**config.mk**
```make
export PLATFORM = sky130hd
export DESIGN_NAME = alu_exec_unit
export DESIGN_NICKNAME = d
export VERILOG_FILES = /design/src/rtl/alu_pkg.sv /design/src/rtl/alu_exec_unit_serial_shifter.sv /design/src/rtl/alu_exec_unit.sv
export SDC_FILE = /design/constraint.sdc
export NUM_CORES = 1
export LEC_CHECK = 0
export BUFFER_PORTS_ARGS = -buffer_cell sky130_fd_sc_hd__buf_4
export CAP_MARGIN = 5
export CORE_ASPECT_RATIO = 0.8
export CORE_MARGIN = 1
export CORE_UTILIZATION = 49
export DETAILED_ROUTE_END_ITERATION = 6
export GPL_TIMING_DRIVEN = 0
export PLACE_DENSITY = 0.67
export SLEW_MARGIN = 10
export SYNTH_ARGS = -nofsm -noshare
export SYNTH_HDL_FRONTEND = slang
export SYNTH_SLANG_ARGS = --single-unit
```
**constraint.sdc**
```tcl
create_clock -name clk -period 2.65 [get_ports clk]
set_input_delay 0.53 -clock clk [delete_from_list [all_inputs] [get_ports clk]]
set_output_delay 0.53 -clock clk [all_outputs]
set_load 0.02 [all_outputs]
```
**src/rtl/alu_pkg.sv**
```systemverilog
// Shared ALU operation codes, FSM state encoding and op classification helpers.
package alu_pkg;

   typedef enum logic [3:0] {
      OP_ADD = 4'b0000,
      OP_SUB = 4'b0001,
      OP_SLL = 4'b0010,
      OP_XOR = 4'b0101,
      OP_SRL = 4'b0110,
      OP_SRA = 4'b0111,
      OP_OR  = 4'b1000,
      OP_AND = 4'b1001
   } alu_op_e;

   typedef enum logic [1:0] {
      ST_IDLE  = 2'd0,
      ST_SHIFT = 2'd1,
      ST_DONE  = 2'd2
   } alu_state_e;

   function automatic logic is_shift(alu_op_e op);
      return (op == OP_SLL) || (op == OP_SRL) || (op == OP_SRA);
   endfunction

   // Raw 4-bit code check; codes outside the enum are reported as illegal.
   function automatic logic is_legal(logic [3:0] code);
      case (code)
         4'b0000, 4'b0001, 4'b0010, 4'b0101,
         4'b0110, 4'b0111, 4'b1000, 4'b1001: return 1'b1;
         default:                            return 1'b0;
      endcase
   endfunction

endpackage

```
**src/rtl/alu_exec_unit_serial_shifter.sv**
```systemverilog
// Iterative 1-bit-per-cycle shifter with a down-counting shift amount.
// done pulses during the final shift cycle; data_next is the value that cycle produces.
module serial_shifter #(
   parameter  int XLEN    = 32,
   localparam int SHAMT_W = $clog2(XLEN)
) (
   input  logic               clk,
   input  logic               rst_n,
   input  logic               load,
   input  logic               shift_en,
   input  logic               dir_left,
   input  logic               arith,
   input  logic [XLEN-1:0]    load_data,
   input  logic [SHAMT_W-1:0] load_shamt,
   output logic [XLEN-1:0]    data_next,
   output logic               done
);

   logic [XLEN-1:0]    data_q;
   logic [SHAMT_W-1:0] count_q;
   logic               left_q;
   logic               arith_q;

   // One-bit shift of the working register; SRA refills with the MSB, which never changes.
   always_comb begin
      data_next = data_q;
      if (left_q) begin
         data_next = {data_q[XLEN-2:0], 1'b0};
      end else begin
         data_next = {arith_q & data_q[XLEN-1], data_q[XLEN-1:1]};
      end
   end

   assign done = shift_en && (count_q == SHAMT_W'(1));

   // Working register, remaining count and latched shift mode.
   always_ff @(posedge clk or negedge rst_n) begin
      if (!rst_n) begin
         data_q  <= '0;
         count_q <= '0;
         left_q  <= 1'b0;
         arith_q <= 1'b0;
      end else if (load) begin
         data_q  <= load_data;
         count_q <= load_shamt;
         left_q  <= dir_left;
         arith_q <= arith;
      end else if (shift_en && (count_q != '0)) begin
         data_q  <= data_next;
         count_q <= count_q - SHAMT_W'(1);
      end
   end

endmodule

```
**src/rtl/alu_exec_unit.sv**
```systemverilog
// Execute-stage ALU: valid/ready request in, registered result/zero/illegal out.
// Single-cycle ops are computed at accept; shifts iterate in serial_shifter.
//
// state    | meaning
// ---------+-----------------------------------------------------------
// ST_IDLE  | in_ready=1, waiting for a request
// ST_SHIFT | shifter busy, one bit per cycle
// ST_DONE  | out_valid=1, result held until out_ready
module alu_exec_unit
   import alu_pkg::*;
#(
   parameter int XLEN = 32
) (
   input  logic            clk,
   input  logic            rst_n,
   input  logic            in_valid,
   output logic            in_ready,
   input  logic [3:0]      alu_op,
   input  logic [XLEN-1:0] op_a,
   input  logic [XLEN-1:0] op_b,
   output logic            out_valid,
   input  logic            out_ready,
   output logic [XLEN-1:0] result,
   output logic            zero,
   output logic            illegal
);

   localparam int SHAMT_W = $clog2(XLEN);

   alu_state_e         state_q, state_nxt;
   alu_op_e            op_e;
   logic [SHAMT_W-1:0] shamt;
   logic               accept;
   logic               shift_req;
   logic               sh_load;
   logic               sh_en;
   logic               sh_done;
   logic [XLEN-1:0]    sh_next;
   logic [XLEN-1:0]    alu_res;
   logic [XLEN-1:0]    result_q;
   logic               zero_q;
   logic               illegal_q;

   assign op_e      = alu_op_e'(alu_op);
   assign shamt     = op_b[SHAMT_W-1:0];
   assign accept    = in_valid && (state_q == ST_IDLE);
   assign shift_req = is_legal(alu_op) && is_shift(op_e) && (shamt != '0);
   assign sh_load   = accept && shift_req;
   assign sh_en     = (state_q == ST_SHIFT);

   serial_shifter #(.XLEN(XLEN)) u_shifter (
      .clk        (clk),
      .rst_n      (rst_n),
      .load       (sh_load),
      .shift_en   (sh_en),
      .dir_left   (op_e == OP_SLL),
      .arith      (op_e == OP_SRA),
      .load_data  (op_a),
      .load_shamt (shamt),
      .data_next  (sh_next),
      .done       (sh_done)
   );

   // Single-cycle datapath; a zero-amount shift passes op_a through, illegal codes give 0.
   always_comb begin
      alu_res = '0;
      case (op_e)
         OP_ADD:                 alu_res = op_a + op_b;
         OP_SUB:                 alu_res = op_a - op_b;
         OP_XOR:                 alu_res = op_a ^ op_b;
         OP_OR:                  alu_res = op_a | op_b;
         OP_AND:                 alu_res = op_a & op_b;
         OP_SLL, OP_SRL, OP_SRA: alu_res = op_a;
         default:                alu_res = '0;
      endcase
   end

   // State register.
   always_ff @(posedge clk or negedge rst_n) begin
      if (!rst_n) begin
         state_q <= ST_IDLE;
      end else begin
         state_q <= state_nxt;
      end
   end

   // Next-state logic.
   always_comb begin
      state_nxt = state_q;
      case (state_q)
         ST_IDLE:  if (accept)    state_nxt = shift_req ? ST_SHIFT : ST_DONE;
         ST_SHIFT: if (sh_done)   state_nxt = ST_DONE;
         ST_DONE:  if (out_ready) state_nxt = ST_IDLE;
         default:                 state_nxt = ST_IDLE;
      endcase
   end

   // Handshake outputs decode from state only.
   always_comb begin
      in_ready  = 1'b0;
      out_valid = 1'b0;
      case (state_q)
         ST_IDLE: in_ready  = 1'b1;
         ST_DONE: out_valid = 1'b1;
         default: ;
      endcase
   end

   // Output registers: loaded at accept for single-cycle ops, on the last shift otherwise.
   always_ff @(posedge clk or negedge rst_n) begin
      if (!rst_n) begin
         result_q  <= '0;
         zero_q    <= 1'b0;
         illegal_q <= 1'b0;
      end else if (accept && !shift_req) begin
         result_q  <= alu_res;
         zero_q    <= (alu_res == '0);
         illegal_q <= !is_legal(alu_op);
      end else if (sh_done) begin
         result_q  <= sh_next;
         zero_q    <= (sh_next == '0);
         illegal_q <= 1'b0;
      end
   end

   assign result  = result_q;
   assign zero    = zero_q;
   assign illegal = illegal_q;

endmodule

```
==> flow_summary.toml <==
[drt]
antenna_left = 0
vias = 10100
vias_per_cell = 6.59
drt-initial-drc-count = 1148
drc = 4
wl_per_cell_um = 24.6
drt_first_pass_iters = 7
wirelength_mm = 37.5

[setup_path]
r2r-end = "zero"
critical-path-max-stage-delay_ns = 0.57
crit_family = "simple AND/OR/NAND/NOR gates"
required_ns = 2.91
worstSetupStartpointType = "input pin"
reg2reg_depth = 9
endpoint_kind = "flip-flop"
r2r_start = "u_shifter.left_q"
cp.arrival_ns = 4.51
path_class = "input pin to flip-flop"
ff2ff_setup_slack_ns = -0.84
path_cells = "buf_6 > or4_4 > buf_4 > buf_4 > o21ai_2 > xnor2_1 > ha_1 > buf_8 > nand4_1 > a2111oi_4 > buf_4 > a211o_1 > xnor2_1 > o21ai_1 > a211oi_1 > nand4_1 > nor4_2 > nand4_1 > o22ai_2"
worstPathMaxFanout = 8
critPathBufInv = 5
slowest_stage = "or4_4"

[logic_synthesis]
yosysMostFrequentCell = "ha_1"
synthFlopType = "dfrtp_1"
synth.avg_cell_area_sq_um = 7.83
yosysTopAreaCellShare = 0.219
synth_cell_types = 82
syn-num-nets = 1267
ys_warn_count = 0
synth_edf_count = 0
syn_area_sq_um = 8570
yosys-top-cells-area = "dfrtp_1 (22%), ha_1 (15%), o21ai_0 (5.3%)"
synth_cells = 1094
ys_ff_latch = 75
synthTopCellsByCount = "ha_1 (100), nor2_1 (99), nand2_1 (98), o21ai_0 (90), inv_1 (81)"
yosysSeqAreaShare = 0.219
synth_top_area_cell = "dfrtp_1"
synthArstFlopShare = 1.00

[final_layout]
stdcell_area_sq_um = 12300
fin_nets = 1476
fill_cells = 1279
syn2layout_area_growth_pct = 44.1
diodes = 0
post-route-util = 0.734
drive_gt1_frac = 0.347

[global_route]
grt_max_degree = 76
grt_pass1_vias = 9090
grt_first_pass_wirelength_mm = 53.9
antenna_found_initial = 1
gr-usage-all-layers = 0.399
grt_overflow = 0

[power]
ir_drop_mv = 0.432
p_sw_frac = 0.451
comb_power_share = 0.588
power_frac_seq = 0.258
power-per-cell-area_nw_per_um2 = 643
p_int_uw = 4360
clkPwrFrac = 0.155
p_switching_uw = 3580
cellLeakagePower_uw = 0.00542

[run_status]
outcome = "complete, but fails checks"
violations = "design-rule violations, negative setup slack"

[timing]
setup_tns_ns = -24.41
min_period_ns = 4.25
post-route-period-util = 1.60
slew_viol_final = 0
finalHoldViolations = 0
max_slew_margin = 0.351
timing.final.ws_setup_ns = -1.60
max_freq_mhz = 235
worstMarginPinSlew_ns = 0.973
setup_viol = 28
rsz0062_at_grt = "yes"
skew_ns = 0.00541
holdWs_ns = 0.337

[clock_tree]
insertion_delay_ns = 0.34
cts_num_sinks = 75
clock_path_buffers = 2
path_clk_slew_ns = 0.06
cts_buffers = 9
cts_tree = "done"
root_buffer = "clkbuf_16"
htree_levels = 3
hold_buffers = 0

[die]
initial_core_util = 0.510
die_y_um = 120
rows = 42
io-pin-count = 108
die_x_um = 150
core-area_sq_um = 16800
die-area_sq_um = 18000

[placement]
dp.final_hpwl_mm = 26.9
place_area_sq_um = 10000
numPortBuffers = 107
place_congestion = 0.963
pre_cts_slack_ns = -2.47

[worst_hold_path]
hold_path_class = "input pin to async pin"

[flow_run]
cap_violations = 0
## power groups by stage
stage	Clock [uW]	Sequential, uW	Combinational [uW]
global placement	0	2030	3830
floorplan	0	2200	2290
finish	1230	2040	4660
detailed placement	0	2040	3870
CTS	1230	2030	4240
global route	1290	2100	4960
## kinds of logic after synthesis
group,count (synthesis),share of synthesized area
mux,36,0.0422
fa+ha+maj,101,0.148
compound gates,359,0.285
buf+inv,148,0.0707
simple gates,329,0.187
xor+xnor,46,0.0479
flops,75,0.219
## through the flow
stage / total power [uW] / instances
after CTS: 7490 / 1491
after global placement: 5860 / 1421
after detailed placement: 5910 / 1421
after floorplan: 4490 / 1094
final: 7930 / 1527
after global routing: 8350 / 1527
## routing by layer
metal	share of wire	vias to the layer above	wire, um	track usage
met1	0.42	4797	15900	0.597
met3	0.12	106	4650	0.0751
met5	0.00021	-	8	0
met2	0.42	688	15800	0.572
met4	0.031	2	1150	0.121
li1	-	4464	-	-
## cells in the final DEF, fill, tap and decap left out, types with 11 or more instances in the layout
cell and instances:
buf_4 183, nor2_1 85, nand2_1 85, ha_1 85, inv_1 78, dfrtp_1 75, a21oi_1 43, o21ai_0 41
clkbuf_1 36, a221o_1 35, mux2i_1 32, o21ai_1 27, xnor2_1 24, o21ai_2 23, o211ai_1 23, buf_6 21
nand4_1 21, a21oi_2 21, xnor2_2 15, a21o_1 14, clkbuf_16 13, nor3_1 13, nand3_1 13, nor2_2 11
nand2b_1 11
## what timing repair did
action                                 in CTS  in global routing
pin swaps                                  65                 87
setup buffers                              58                 46
endpoints found under the hold margin       0                  0
resized for setup                         151                125
setup endpoints to repair                  72                 53
## flip-flops by register name (all words and copies together) (netlist names)
signal	count
state_q	2
u_shifter.count_q	5
result	32
zero	1
illegal	1
u_shifter.left_q	1
u_shifter.arith_q	1
u_shifter.data_q	32
## layout make-up
type                       instances  area, sq um  share of cell area
buffer                            61          452              0.0366
clock buffer                      13          260              0.0211
clock inverter                     2         35.0             0.00284
inverter                          81          308              0.0249
multi-input combinational        871         7470               0.605
sequential                        75         1880               0.152
tap                              220          275              0.0223
timing repair buffer             204         1660               0.135
## how the worst max path moves through the flow
stage,from,to,slack [ns],depth (start not counted)
6_report,op_b[9],zero,-1.60,19
5_1_grt,op_b[9],zero,-1.75,19
4_1_cts,op_b[9],zero,-1.48,19
3_5_place_dp,alu_op[1],zero,-2.47,21
3_3_place_gp,alu_op[1],zero,-2.44,21
2_1_floorplan,op_b[8],zero,-1.31,18
(Power assumes the default switching activity.)
